--- src/rtl/dds_param_ctrl.sv ---
// DDS parameter controller: stages key-driven frequency/amplitude/waveform changes and commits
// them glitch-free on a phase-accumulator wrap. Optional sweep feature enabled by DDS_SWEEP_EN.
module dds_param_ctrl #(
    parameter logic [31:0] FW_BASE   = 32'd86,
    parameter int unsigned SWEEP_DIV = 5_000_000
) (
    input  logic        clk,
    input  logic        rst,
    input  logic        key_freq_add,
    input  logic        key_freq_sub,
    input  logic        key_a,
    input  logic        key_wave,
`ifdef DDS_SWEEP_EN
    input  logic        sweep_en,
`endif
    input  logic        phase_wrap,
    output logic [31:0] fword,
    output logic [2:0]  freq_idx,
    output logic [1:0]  amp_sel,
    output logic [1:0]  wave_sel,
    output logic        cfg_upd,
    output logic        busy
);

    typedef enum logic [1:0] {StIdle, StWaitWrap, StCommit} state_e;

    state_e      state_q;
    logic [2:0]  s_idx_q, s_idx_d, a_idx_q;
    logic [1:0]  s_amp_q, s_amp_d, a_amp_q;
    logic [1:0]  s_wave_q, s_wave_d, a_wave_q;
    logic [31:0] fword_q;
    logic        cfg_upd_q;
    logic        busy_q;
    logic        pending;
    logic        freq_key;
    logic        sweep_tick;

    assign freq_key = key_freq_add | key_freq_sub;
    assign pending  = (s_idx_q != a_idx_q) | (s_amp_q != a_amp_q) | (s_wave_q != a_wave_q);

`ifdef DDS_SWEEP_EN
    localparam int unsigned CntW = (SWEEP_DIV > 2) ? $clog2(SWEEP_DIV) : 1;
    localparam logic [CntW-1:0] CntMax = CntW'(SWEEP_DIV - 1);

    logic [CntW-1:0] sweep_cnt_q;

    assign sweep_tick = sweep_en && (sweep_cnt_q == CntMax);

    always_ff @(posedge clk) begin
        if (rst || !sweep_en) begin
            sweep_cnt_q <= '0;
        end else if (sweep_cnt_q == CntMax) begin
            sweep_cnt_q <= '0;
        end else begin
            sweep_cnt_q <= sweep_cnt_q + 1'b1;
        end
    end
`else
    assign sweep_tick = 1'b0;
`endif

    // Staged next values; an explicit freq key always overrides a sweep step.
    always_comb begin
        s_idx_d  = s_idx_q;
        s_amp_d  = s_amp_q;
        s_wave_d = s_wave_q;
        if (key_freq_add && !key_freq_sub) begin
            if (s_idx_q != 3'd7) s_idx_d = s_idx_q + 3'd1;
        end else if (key_freq_sub && !key_freq_add) begin
            if (s_idx_q != 3'd0) s_idx_d = s_idx_q - 3'd1;
        end else if (!freq_key && sweep_tick) begin
            s_idx_d = s_idx_q + 3'd1;
        end
        if (key_a)    s_amp_d  = s_amp_q + 2'd1;
        if (key_wave) s_wave_d = s_wave_q + 2'd1;
    end

    always_ff @(posedge clk) begin
        if (rst) begin
            state_q   <= StIdle;
            s_idx_q   <= '0;
            s_amp_q   <= '0;
            s_wave_q  <= '0;
            a_idx_q   <= '0;
            a_amp_q   <= '0;
            a_wave_q  <= '0;
            fword_q   <= FW_BASE;
            cfg_upd_q <= 1'b0;
            busy_q    <= 1'b0;
        end else begin
            s_idx_q   <= s_idx_d;
            s_amp_q   <= s_amp_d;
            s_wave_q  <= s_wave_d;
            cfg_upd_q <= 1'b0;
            case (state_q)
                StIdle: begin
                    if (pending) begin
                        state_q <= StWaitWrap;
                        busy_q  <= 1'b1;
                    end
                end
                StWaitWrap: begin
                    // Commit the pre-edge staged values; keys on this edge stay pending.
                    if (phase_wrap) begin
                        state_q   <= StCommit;
                        a_idx_q   <= s_idx_q;
                        a_amp_q   <= s_amp_q;
                        a_wave_q  <= s_wave_q;
                        fword_q   <= FW_BASE << s_idx_q;
                        cfg_upd_q <= 1'b1;
                    end
                end
                StCommit: begin
                    state_q <= StIdle;
                    busy_q  <= 1'b0;
                end
                default: begin
                    state_q <= StIdle;
                    busy_q  <= 1'b0;
                end
            endcase
        end
    end

    assign fword    = fword_q;
    assign freq_idx = a_idx_q;
    assign amp_sel  = a_amp_q;
    assign wave_sel = a_wave_q;
    assign cfg_upd  = cfg_upd_q;
    assign busy     = busy_q;

endmodule
--- config.mk ---
export PLATFORM = sky130hd
export DESIGN_NAME = dds_param_ctrl
export DESIGN_NICKNAME = d
export VERILOG_FILES = /design/src/rtl/dds_param_ctrl.sv
export SDC_FILE = /design/constraint.sdc
export NUM_CORES = 1
export LEC_CHECK = 0
export ABC_AREA = 0
export BUFFER_PORTS_ARGS = -buffer_cell sky130_fd_sc_hd__buf_2
export CORE_MARGIN = 3
export CORE_UTILIZATION = 45
export DETAILED_ROUTE_END_ITERATION = 8
export MAX_ROUTING_LAYER = met4
export PLACE_DENSITY = 0.75
export SETUP_SLACK_MARGIN = 0.1
export SLEW_MARGIN = 10
export SYNTH_ARGS = -nofsm -noshare
export SYNTH_HDL_FRONTEND = slang
export SYNTH_SLANG_ARGS = --single-unit
--- constraint.sdc ---
create_clock -name clk -period 1.62 [get_ports clk]
set_clock_uncertainty 0.1 [all_clocks]
set_input_delay 0 -clock clk [delete_from_list [all_inputs] [get_ports clk]]
set_output_delay 0 -clock clk [all_outputs]
set_load 0.03 [all_outputs]
======== After elaboration in Yosys (flattened, before gate mapping) ========
Cells that the tools add are included.
word-level totals
  bits in registers ....................... 50
  bits of input ports ..................... 7
cells by class
  shift-type cells ........................ 1
  equality and inequality tests ........... 8
  mux-type cells .......................... 10
  $add $sub $neg .......................... 4
  reduce and logical (&&, ||, !) cells .... 13
  bitwise operators ....................... 3
operators by type and width
  cell                                                                count
  7-bit by 3-bit left shift with 32-bit output, first input constant  1
  3-bit two-way mux                                                   4
  2-bit AND reduction                                                 3
  2-bit by 1-bit adder with 2-bit output, second input constant       2
  2-bit two-way mux                                                   2
  2-bit != test                                                       2
  2-bit != test, second input constant                                2
  2-bit case mux with 2 select lines                                  1
  2-bit nonzero test                                                  2
  3-bit by 1-bit adder with 3-bit output, second input constant       1
  3-bit != test                                                       1
  3-bit != test, second input constant                                1
  3-bit AND reduction                                                 1
  3-bit nonzero test                                                  1
  3-bit by 1-bit subtractor with 3-bit output, second input constant  1
  2-bit by 1-bit == test with 1-bit output, second input constant     1
  1-bit logical AND                                                   2
  1-bit logical NOT                                                   2
  2-bit logical NOT                                                   1
  1-bit two-way mux                                                   2
  2-bit by 1-bit != test with 1-bit output, second input constant     1
  1-bit OR                                                            2
  1-bit case mux with 2 select lines                                  1
  2-bit OR reduction                                                  1
  1-bit inverter                                                      1

======== Depth between registers and ports, before layout ========
  word-level depth ........................ 5
  gate-level depth with buffers ........... 7
  gate-level depth less buffers ........... 7

======== Worst setup path after synthesis ========
OpenSTA, ideal clock, no wires.
  path kind ............................... register -> register
  from .................................... register s_idx_q[0]
  to ...................................... register s_idx_q[0]
  data required time ...................... 1.399 ns
  setup slack ............................. -0.166 ns
  arrival time ............................ 1.565 ns
  cell stages (with the launch flop) ...... 6
  period minus slack after synthesis ...... 1.786 ns
  cell sequence ........................... dfxtp_1 -> inv_1 -> ha_1 -> nor3b_1 -> nor3_1 -> mux2_2
between the ends
  cells in the longest elaborated chain, start to end .. 4
  elaborated cells between the ends (all ways) .. 11
  classes of those cells .................. add/sub (2); eq/ne (2); mux (4); reduce/logical (3)
ends and longest elaborated chain
  what                                         RTL line  source
  start, declared                              28        logic [2:0] s_idx_q, s_idx_d, a_idx_q;
  start signal, assigned                       91        s_idx_q <= s_idx_d;
  3-bit by 1-bit subtractor with 3-bit output  70        if (s_idx_q != 3'd0) s_idx_d = s_idx_q - 3'd1;
  3-bit two-way mux                            70
  3-bit two-way mux                            69        end else if (key_freq_sub && !key_freq_add) begin
  3-bit two-way mux *                          67        if (key_freq_add && !key_freq_sub) begin
  net s_idx_d[0]                               28
The timed path passes the listed nets; every way through them passes the cells marked *. The select of a mux whose other input is x is not followed.
A chain may end at the register's enable or synchronous reset.

======== Worst setup path in the final report ========
  from .................................... register s_idx_q[1]
  to ...................................... register s_idx_q[2]
between the ends
  cells in the longest elaborated chain, start to end .. 4
  elaborated cells between the ends (all ways) .. 11
  classes of those cells .................. add/sub (2); eq/ne (2); mux (4); reduce/logical (3)
ends and longest elaborated chain
  what                                         RTL line
  3-bit by 1-bit subtractor with 3-bit output  70
  3-bit two-way mux                            70
  3-bit two-way mux                            69
  3-bit two-way mux                            67
Several ways; a longest one is shown, not always the timed one. The select of a mux whose other input is x is not followed.

==> results.txt <==
fraction of layout cells with a size suffix above 1: 26.67%
Cell variety after synth: 32
Core Util, Final: 57.92%
Mapped Area: 1506 um2
worst path bufs/invs: 0
Vias/cell: 4.642
largest cells by area after synthesis: dfxtp_1, buf_4, xor2_1
first-pass iteration count of the detailed router: 4
number of antenna repair diodes: 0
Reg-to-Reg Start: s_idx_q[1]$_SDFFE_PP0P_
CTS root buf: clkbuf_4
Max IR drop VDD: 0.0007387 V
Comb pwr share: 36.1%
vias in the first global route: 1073
Synth area leader: dfxtp_1
routed wire length: 2751 um
WHS: 0.03836 ns
power share of the clock group: 25.1%
fin crit share: 97.25%
Clock transition at path regs: 0.10 ns
Largest delay share family, worst path: simple AND/OR/NAND/NOR gates
IO Pins: 48
Clk Latency, worst-skew pair: 0.33 ns
CP arrival: 1.74 ns
register area share after synthesis: 41.20%
slew margin rel.: 62.55%
Vias: 1179
Mapped Cells: 172
#FFs+latches synth: 31
pin count of the biggest net entering global routing: 34
GP Congestion: 0.8919
Fmax: 0.6348 GHz
Initial Utilization: 48.16%
post-layout power: 2516 uW
PwrDens: 1389 nW/um2
Pleak: 0.0008234 uW
filler instances: 290
CP Max Fanout: 4
status: completed
synthesis-to-layout area growth: 20.27%
maximum clock insertion buffer count: 2
H-Tree Depth: 2
final instance area: 1812 um2
TritonCTS Buffers: 5
CP endpoint kind: register
sw frac: 36.23%
Post-DP Area: 1670 um2
worst hold path startpoint: rst
Slew @ Worst Pin: 0.5617 ns
Worst EP required: 1.78 ns
CTS tree: built
gr ovfl total: 0
Worst R2R Path Depth: 4
Setup crit end: s_idx_q[2]$_SDFFE_PP0P_
Slowest-stage cell, CP: or4_1
worst-path cell chain: fa_2 > xor2_1 > or4_1 > a21oi_1
RSZ-0062 raised after global routing: yes
Seq pwr share: 38.8%
max incr delay on CP: 0.39 ns
die extent in x: 63.86 um
core box area: 3128 um2
Hold Path Class: primary input to register
Internal: 1605 uW
WS Path Type: register to register
hpwl dp: 1878 um
Crit path depth: 4
Initial DRC Count: 43
Clock Sinks: 31
final period demand of the worst path: 1.575 ns
global-route wire length before repair: 4864 um
Avg Inst Size Synth: 8.758 um2
r2r setup slk: 0.04 ns
Hold Vio Cnt, Final: 0
chip height: 63.86 um
Final setup viols: 0
Worst setup startpoint: s_idx_q[1]$_SDFFE_PP0P_
Detail Route Antenna Nets: 0
Final Net Count: 222
GRT Total Usage: 15.65%
post-route setup slack: 0.04462 ns
full die area: 4078 um2
Synth top area share: 41.20%
Post-Place Setup Slack: 0.03358 ns
Avg WL per Cell: 10.83 um
CP startpoint kind: register
switching power: 911.6 uW
fin. max-slew vios: 0
FF-to-FF End: s_idx_q[2]$_SDFFE_PP0P_
DRC: 0
initial antenna violation count: 0
# rows: 20
PortBufs: 28
Max Cap Violations: 0
number of synthesis warnings: 0
-- power groups by stage --
stage / clock network [uW] / registers [uW] / logic (uW)
global route: 687 / 996 / 1010
finish: 632 / 977 / 908
detailed placement: 0 / 1000 / 866
global placement: 0 / 998 / 860
CTS: 652 / 977 / 893
floorplan: 0 / 1120 / 568
-- per-stage QoR --
stage               instances  setup TNS [ns]
global placement          242               0
finish                    254               0
floorplan                 190               0
detailed placement        242               0
global route              254        -0.03101
CTS                       254               0
-- cell usage in the layout, fill, tap and decap left out, types with 2 or more instances in the layout --
| cell type | synthesis | routed |
|---|---|---|
| conb_1 | 1 | 19 |
| xnor2_1 | 2 | 2 |
| mux2i_1 | 2 | 2 |
| buf_4 | 20 | 9 |
| nand3b_1 | 2 | 2 |
| xor2_1 | 10 | 10 |
| nor2b_1 | 2 | 2 |
| dfxtp_1 | 31 | 29 |
| nor4_1 | 3 | 2 |
| a211oi_1 | 5 | 5 |
| buf_2 | 5 | 28 |
| clkbuf_4 | 0 | 5 |
| nand2_1 | 23 | 23 |
| a21oi_1 | 15 | 15 |
| ha_1 | 5 | 4 |
| nand3_1 | 4 | 4 |
| inv_1 | 4 | 2 |
| nor2_1 | 13 | 13 |
| nand2b_1 | 2 | 2 |
| a211o_1 | 4 | 4 |
| nor3_1 | 5 | 4 |
| dlygate4sd3_1 | 0 | 3 |
| nor3b_1 | 3 | 2 |
| dfxtp_4 | 0 | 2 |
-- synthesized netlist by cell type (all sizes together) --
cell type	count
and3b	1
dfxtp	31
o21bai	1
a211oi	5
mux2	1
nand3b	2
conb	1
and3	1
nand3	4
nor4	3
a21oi	15
xor2	10
nand2	23
or4	1
nor3b	3
inv	4
nor2b	2
nor3	5
clkbuf	1
nand2b	2
o211ai	1
a211o	4
xnor2	2
mux2i	2
buf	27
o31ai	1
nor2	13
fa	1
ha	5
-- state kept, by name, indices dropped and copies added (netlist names) --
| signal | count |
|---|---|
| s_idx_q | 3 |
| s_amp_q | 2 |
| cfg_upd | 1 |
| wave_sel | 2 |
| amp_sel | 2 |
| fword | 13 |
| state_q | 2 |
| freq_idx | 3 |
| s_wave_q | 2 |
| busy | 1 |
-- worst min path at each step --
stage / to / depth (start not counted)
global placement: s_amp_q[0]$_SDFFE_PP0P_ / 3
detailed placement: s_wave_q[0]$_SDFFE_PP0P_ / 3
CTS: s_amp_q[1]$_SDFFE_PP0P_ / 2
floorplan: s_amp_q[0]$_SDFFE_PP0P_ / 2
finish: s_amp_q[0]$_SDFFE_PP0P_ / 2
global route: cfg_upd$_SDFF_PP0_ / 2
-- area by class of cell --
| type | instances | area (um2) | share of cell area [%] |
|---|---|---|---|
| clock buffers | 6 | 51.30 | 2.831 |
| clock inverters | 2 | 35.03 | 1.934 |
| inverters | 4 | 17.52 | 0.9668 |
| multi-input cells | 127 | 787.0 | 43.44 |
| flip-flops and latches | 31 | 628.1 | 34.67 |
| well taps | 44 | 55.05 | 3.039 |
| repair buffers | 40 | 237.7 | 13.12 |
-- logic make-up after synthesis --
logic type	synth area share [%]
xor+xnor	6.977
fa+ha+maj	5.482
compound gates	11.30
simple gates	18.85
other cells	0.2489
flops	41.20
buf+inv	13.87
mux	2.076
-- timing repair --
| item | in CTS | in global routing |
|---|---|---|
| pin swaps | 0 | 1 |
| setup endpoints to repair | 2 | 5 |
| endpoints found under the hold margin | 5 | 0 |
| buffers inserted | 1 | 0 |
| hold buffers | 3 | 0 |
| resized for setup | 0 | 3 |
-- layer usage --
| layer | track usage [%] | routed length (um) | part of all wire [%] | vias up |
|---|---|---|---|---|
| li1 | - | - | - | 609 |
| met1 | 19.30 | 1348 | 49 | 520 |
| met2 | 22.45 | 1143 | 42 | 44 |
| met3 | 5.097 | 208 | 7.6 | 6 |
| met4 | 8.625 | 51 | 1.9 | 0 |
| met5 | - | 0 | 0 | - |
-- worst reg2reg max path: cells and delay by family, from the launching register on --
family,cells,cell delay (ns)
compound gates,1,0.14
flops,1,0.38
fa+ha+maj,1,0.35
simple gates,1,0.39
xor+xnor,1,0.15
Note: power is estimated with default switching activity, not from simulation.
